**src/rtl/addsub_defs.sv**
```systemverilog
// Shared definitions for the bit-serial adder/subtractor: FSM state
// encoding, the subtract-path carry-in and the step-counter width helper.
package addsub_defs;

  typedef enum logic [1:0] {
    S_IDLE = 2'd0,
    S_RUN  = 2'd1,
    S_DONE = 2'd2
  } state_e;

  // Two's-complement subtract is A + ~B + 1, so the sub carry starts at one.
  localparam logic SUB_CIN = 1'b1;

  // Bit-step counter width; a single-bit operand still needs one counter bit.
  function automatic int cnt_width(input int w);
    return (w > 1) ? $clog2(w) : 1;
  endfunction

endpackage

```
**src/rtl/full_adder_bit.sv**
```systemverilog
// One-bit combinational full adder, shared by the add and subtract paths.
module full_adder_bit (
  input  logic a,
  input  logic b,
  input  logic cin,
  output logic s,
  output logic cout
);

  assign s    = a ^ b ^ cin;
  assign cout = (a & b) | (cin & (a ^ b));

endmodule

```
**src/rtl/serial_addsub.sv**
```systemverilog
// Bit-serial adder/subtractor. Captures A and B on an accepted start and
// produces A+B and A-B one bit per clock, LSB first. Results and carries
// are published together on the completion edge, flagged by a one-cycle
// done strobe.
// Optional feature macro: SERIAL_ADDSUB_OVF_EN adds signed-overflow
// outputs add_ovf / sub_ovf.
module serial_addsub
  import addsub_defs::*;
#(
  parameter int WIDTH = 8
) (
  input  logic             clk,
  input  logic             rst_n,
  input  logic             start,
  input  logic [WIDTH-1:0] a,
  input  logic [WIDTH-1:0] b,
  output logic             busy,
  output logic             done,
  output logic [WIDTH-1:0] add_sum,
  output logic [WIDTH-1:0] sub_diff,
  output logic             adder_out,
  output logic             sub_out
`ifdef SERIAL_ADDSUB_OVF_EN
  ,
  output logic             add_ovf,
  output logic             sub_ovf
`endif
);

  localparam int CW = cnt_width(WIDTH);

  state_e           state_q, state_d;
  logic [CW-1:0]    cnt_q, cnt_d;
  logic [WIDTH-1:0] a_sh_q, a_sh_d;
  logic [WIDTH-1:0] b_sh_q, b_sh_d;
  logic             ca_q, ca_d;
  logic             cs_q, cs_d;
  logic [WIDTH-1:0] acc_add_q, acc_add_d;
  logic [WIDTH-1:0] acc_sub_q, acc_sub_d;
  logic [WIDTH-1:0] add_sum_q, add_sum_d;
  logic [WIDTH-1:0] sub_diff_q, sub_diff_d;
  logic             adder_out_q, adder_out_d;
  logic             sub_out_q, sub_out_d;
  logic             add_ovf_q, add_ovf_d;
  logic             sub_ovf_q, sub_ovf_d;

  logic             add_bit_s, add_co_s;
  logic             sub_bit_s, sub_co_s;
  logic [WIDTH-1:0] acc_add_nx_s, acc_sub_nx_s;
  logic             last_s;

  full_adder_bit u_fa_add (
    .a    (a_sh_q[0]),
    .b    (b_sh_q[0]),
    .cin  (ca_q),
    .s    (add_bit_s),
    .cout (add_co_s)
  );

  full_adder_bit u_fa_sub (
    .a    (a_sh_q[0]),
    .b    (~b_sh_q[0]),
    .cin  (cs_q),
    .s    (sub_bit_s),
    .cout (sub_co_s)
  );

  // New result bits enter at the MSB so after WIDTH steps bit 0 sits at the LSB.
  generate
    if (WIDTH > 1) begin : g_acc_wide
      assign acc_add_nx_s = {add_bit_s, acc_add_q[WIDTH-1:1]};
      assign acc_sub_nx_s = {sub_bit_s, acc_sub_q[WIDTH-1:1]};
    end else begin : g_acc_one
      assign acc_add_nx_s = add_bit_s;
      assign acc_sub_nx_s = sub_bit_s;
    end
  endgenerate

  assign last_s = (cnt_q == CW'(WIDTH - 1));

  // Next-state logic: accept start in IDLE/DONE, step one bit per RUN cycle.
  always_comb begin
    state_d     = state_q;
    cnt_d       = cnt_q;
    a_sh_d      = a_sh_q;
    b_sh_d      = b_sh_q;
    ca_d        = ca_q;
    cs_d        = cs_q;
    acc_add_d   = acc_add_q;
    acc_sub_d   = acc_sub_q;
    add_sum_d   = add_sum_q;
    sub_diff_d  = sub_diff_q;
    adder_out_d = adder_out_q;
    sub_out_d   = sub_out_q;
    add_ovf_d   = add_ovf_q;
    sub_ovf_d   = sub_ovf_q;
    case (state_q)
      S_IDLE, S_DONE: begin
        if (start) begin
          a_sh_d  = a;
          b_sh_d  = b;
          ca_d    = 1'b0;
          cs_d    = SUB_CIN;
          cnt_d   = '0;
          state_d = S_RUN;
        end else begin
          state_d = S_IDLE;
        end
      end
      S_RUN: begin
        a_sh_d    = a_sh_q >> 1;
        b_sh_d    = b_sh_q >> 1;
        ca_d      = add_co_s;
        cs_d      = sub_co_s;
        acc_add_d = acc_add_nx_s;
        acc_sub_d = acc_sub_nx_s;
        if (last_s) begin
          // MSB step: publish everything together; overflow is carry-in ^ carry-out of the MSB.
          add_sum_d   = acc_add_nx_s;
          sub_diff_d  = acc_sub_nx_s;
          adder_out_d = add_co_s;
          sub_out_d   = sub_co_s;
          add_ovf_d   = ca_q ^ add_co_s;
          sub_ovf_d   = cs_q ^ sub_co_s;
          cnt_d       = '0;
          state_d     = S_DONE;
        end else begin
          cnt_d   = cnt_q + CW'(1);
          state_d = S_RUN;
        end
      end
      default: begin
        state_d = S_IDLE;
      end
    endcase
  end

  // State, datapath and result registers; reset clears everything.
  always_ff @(posedge clk or negedge rst_n) begin
    if (!rst_n) begin
      state_q     <= S_IDLE;
      cnt_q       <= '0;
      a_sh_q      <= '0;
      b_sh_q      <= '0;
      ca_q        <= 1'b0;
      cs_q        <= 1'b0;
      acc_add_q   <= '0;
      acc_sub_q   <= '0;
      add_sum_q   <= '0;
      sub_diff_q  <= '0;
      adder_out_q <= 1'b0;
      sub_out_q   <= 1'b0;
      add_ovf_q   <= 1'b0;
      sub_ovf_q   <= 1'b0;
    end else begin
      state_q     <= state_d;
      cnt_q       <= cnt_d;
      a_sh_q      <= a_sh_d;
      b_sh_q      <= b_sh_d;
      ca_q        <= ca_d;
      cs_q        <= cs_d;
      acc_add_q   <= acc_add_d;
      acc_sub_q   <= acc_sub_d;
      add_sum_q   <= add_sum_d;
      sub_diff_q  <= sub_diff_d;
      adder_out_q <= adder_out_d;
      sub_out_q   <= sub_out_d;
      add_ovf_q   <= add_ovf_d;
      sub_ovf_q   <= sub_ovf_d;
    end
  end

  assign busy      = (state_q == S_RUN);
  assign done      = (state_q == S_DONE);
  assign add_sum   = add_sum_q;
  assign sub_diff  = sub_diff_q;
  assign adder_out = adder_out_q;
  assign sub_out   = sub_out_q;

`ifdef SERIAL_ADDSUB_OVF_EN
  assign add_ovf = add_ovf_q;
  assign sub_ovf = sub_ovf_q;
`endif

endmodule

```
**config.mk**
```make
export PLATFORM = sky130hd
export DESIGN_NAME = serial_addsub
export DESIGN_NICKNAME = d
export VERILOG_FILES = /design/src/rtl/addsub_defs.sv /design/src/rtl/full_adder_bit.sv /design/src/rtl/serial_addsub.sv
export SDC_FILE = /design/constraint.sdc
export NUM_CORES = 1
export LEC_CHECK = 0
export CORE_MARGIN = 1.5
export CORE_UTILIZATION = 53
export CTS_CLUSTER_SIZE = 14
export DETAILED_ROUTE_END_ITERATION = 10
export PLACE_DENSITY = 0.79
export SKIP_LAST_GASP = 1
export SYNTH_ARGS = -nofsm -noshare
export SYNTH_HDL_FRONTEND = slang
export SYNTH_SLANG_ARGS = --single-unit
```
**constraint.sdc**
```tcl
create_clock -name clk -period 1.8 [get_ports clk]
set_clock_uncertainty 0.1 [all_clocks]
set_input_delay 0.18 -clock clk [delete_from_list [all_inputs] [get_ports clk]]
set_output_delay 0.18 -clock clk [all_outputs]
set_load 0.05 [all_outputs]
```
==> results.cfg <==
[job]
maxCapViolations = 0

[placed_design]
numPortBuffers = 38
hpwl_mm = 2.99
place_congestion = 0.803
place_inst = 296

[critical_path]
critPathRequiredTime_ns = 1.52
max_stage_delay_ns = 0.80
reg2reg_slack_ns = 0.05
crit_slowest_cell = clkdlybuf4s50_1
startpoint_type = flip-flop
worstPathArrival_ns = 1.48
crit_path_max_fanout = 2
cp_top_family = buffers and inverters
crit_path_end_kind = output port
worstSetupPathType = flip-flop to output port
cp.buffers_inverters = 1
cp_cell_sequence = clkdlybuf4s50_1

[yosys]
ys_seq_area_share_pct = 55.0
synthAdderAreaFrac_pct = 2.60
synth_mux_area_share_pct = 13.6
synth_compound_area_share_pct = 8.80
yosysTopAreaCell = dfrtp_1
synth_warnings = 0
synthSimpleGateAreaFrac_pct = 14.8
synthCells = 212
synth_top_family_by_area = simple AND/OR/NAND/NOR gates
yosysUniqueCellTypes = 28
synth.cell_area_mm2 = 0.00250
synth-xor-area-share_pct = 0
synth_nets = 235
yosysTopAreaCellShare_pct = 55.0
synth.area.top_cells = dfrtp_1 (55%), mux2_4 (9.0%), nand2_1 (6.3%)
ys_seq_elements = 55
syn_avg_cell_area_um2 = 11.8

[layout]
drive_gt1_share_pct = 22.0
num_antenna_cells = 0
layout_common_cells = dfrtp_1 (54), nand2_1 (42), clkdlybuf4s50_1 (22)
layout_commonest_cell = dfrtp_1
fill_cells = 344
seq_area_mm2 = 0.00138
final_util_pct = 68.4
syn2layout_area_growth_pct = 21.6
finalNonFillerCells = 306
nets = 276
multi_input_area_mm2 = 0.00101

[global_routing]
grt_max_degree = 39
gr-total-overflow = 0
grt_pass1_wl_mm = 7.27
grt_pass1_vias = 1571
antenna_found_initial = 0
grt_usage_pct = 18.2

[power_and_ir_drop]
ir_drop_v = 0.000895
p_per_area_mw_per_mm2 = 1920
leakage_nw = 1.50

[sta]
maxSlewHeadroom_pct = 66.3
min_period_ns = 1.76
setup_violations = 0
min_period_over_period_pct = 97.7
rsz0062_at_grt = true
slew_viol_final = 0
worst_slew_pin_slew_ns = 0.505
timing.fmax_mhz = 568
hold_violations = 0
holdWs_ns = 0.234

[clock_tree]
post-cts-setup-buffers = 0
clk_latency_ns = 0.31
cts_buffers = 5
clkSinkCount = 55
clockBufferDepth = 2
cts_tree = yes
clock-root-buffer = clkbuf_8
clkTransAtPathRegs_ns = 0.10
htreeDepth = 2

[routing]
wl_per_cell_um = 14.1
drcViolationCount = 0
vias = 1624
routed_wl_mm = 4.32
detail_route.vias_per_cell = 5.31
firstDrtPassIters = 6
initialDrtViolationCount = 114
postRouteAntennaNets = 0

[status]
status = finished, final reports clean

[floorplanning]
core_mm2 = 0.00444
die_y_um = 71.7
dieWidth_um = 71.7
rows = 24
io_pins = 39
start_util_pct = 56.3
die_area_mm2 = 0.00514

[worst_hold_path]
hp-class = input pin to asynchronous set/reset pin
-- per-layer routing --
metal | track usage [%] | wire [um] | vias to the layer above
met5 | 0 | 0 | -
met4 | 5.66 | 45 | 0
met3 | 3.38 | 142 | 5
met2 | 30.0 | 2100 | 31
met1 | 24.6 | 2030 | 786
li1 | - | - | 802
-- what timing repair did --
item,in CTS,in global routing
hold endpoints to repair,17,0
setup endpoints to repair,0,24
resized for setup,0,7
hold buffers,1,0
-- through the flow --
| stage | TNS, ns | power [mW] | area (um^2) | setup slack (ns) |
|---|---|---|---|---|
| detailed placement | 0 | 5.17 | 2910 | 0.0437 |
| CTS | 0 | 5.89 | 3010 | 0.0222 |
| global placement | 0 | 5.07 | 2910 | 0.0851 |
| floorplan | 0 | 4.38 | 2500 | 0.176 |
| global route | -0.0303 | 6.23 | 3040 | -0.0303 |
| finish | 0 | 5.83 | 3040 | 0.0408 |
-- cells by family after synthesis --
group | Yosys count
simple gates | 74
buf+inv | 19
flops | 55
mux | 26
compound gates | 34
fa+ha+maj | 4
-- cell usage after synthesis --
master    count
a211oi_1      7
a21o_1        1
a21oi_1       8
a22o_1        5
a22oi_1       1
buf_2         5
buf_4         4
buf_6         5
clkbuf_1      1
dfrtp_1      55
fa_1          2
ha_1          2
inv_1         3
inv_2         1
mux2_2        3
mux2_4       15
mux2i_1       8
nand2_1      42
nand2b_1      1
nand2b_4      1
nand3_1       1
nand3b_4      1
nor2_1       11
nor2b_1       9
nor3_1        2
nor3_2        6
o21ai_0       5
o22ai_1       7
-- cell type report --
cell class | instances | share of cell area [%]
Clock inverter | 3 | 0.823
Clock buffer | 5 | 2.26
Multi-Input combinational cell | 139 | 33.1
Timing Repair Buffer | 48 | 15.9
Tap cell | 52 | 2.14
Sequential cell | 55 | 45.3
Inverter | 4 | 0.494
-- state kept, by name, indices dropped and copies added (netlist names) --
register and count:
sub_out 1, ca_q 1, sub_diff 8, add_sum 8, a_sh_q 8, state_q 2, acc_add_q 7, b_sh_q 8
cnt_q 3, cs_q 1, acc_sub_q 7, adder_out 1
-- report_power, final --
| part | internal, mW | total, mW | leakage [nW] | switching [mW] |
|---|---|---|---|---|
| registers | 1.82 | 2.26 | 0.670 | 0.440 |
| logic | 1.24 | 2.86 | 0.783 | 1.62 |
| clock network | 0.284 | 0.704 | 0.0452 | 0.420 |
-- path summary, 6_finish.rpt --
check / from / endpoint / depth (start not counted)
worst min-delay path: rst_n / sub_diff[5]$_DFFE_PN0P_ / 2
worst min register to register: acc_sub_q[1]$_DFFE_PN0P_ / acc_sub_q[1]$_DFFE_PN0P_ / 2
max in group asynchronous: rst_n / state_q[0]$_DFF_PN0_ / 3
worst max register to register: cnt_q[0]$_DFFE_PN0P_ / add_sum[1]$_DFFE_PN0P_ / 4
min in group clk: a[6] / a_sh_q[6]$_DFFE_PN0P_ / 3
worst max-delay path: sub_diff[4]$_DFFE_PN0P_ / sub_diff[4] / 1
Note: power is estimated with default switching activity, not from simulation.
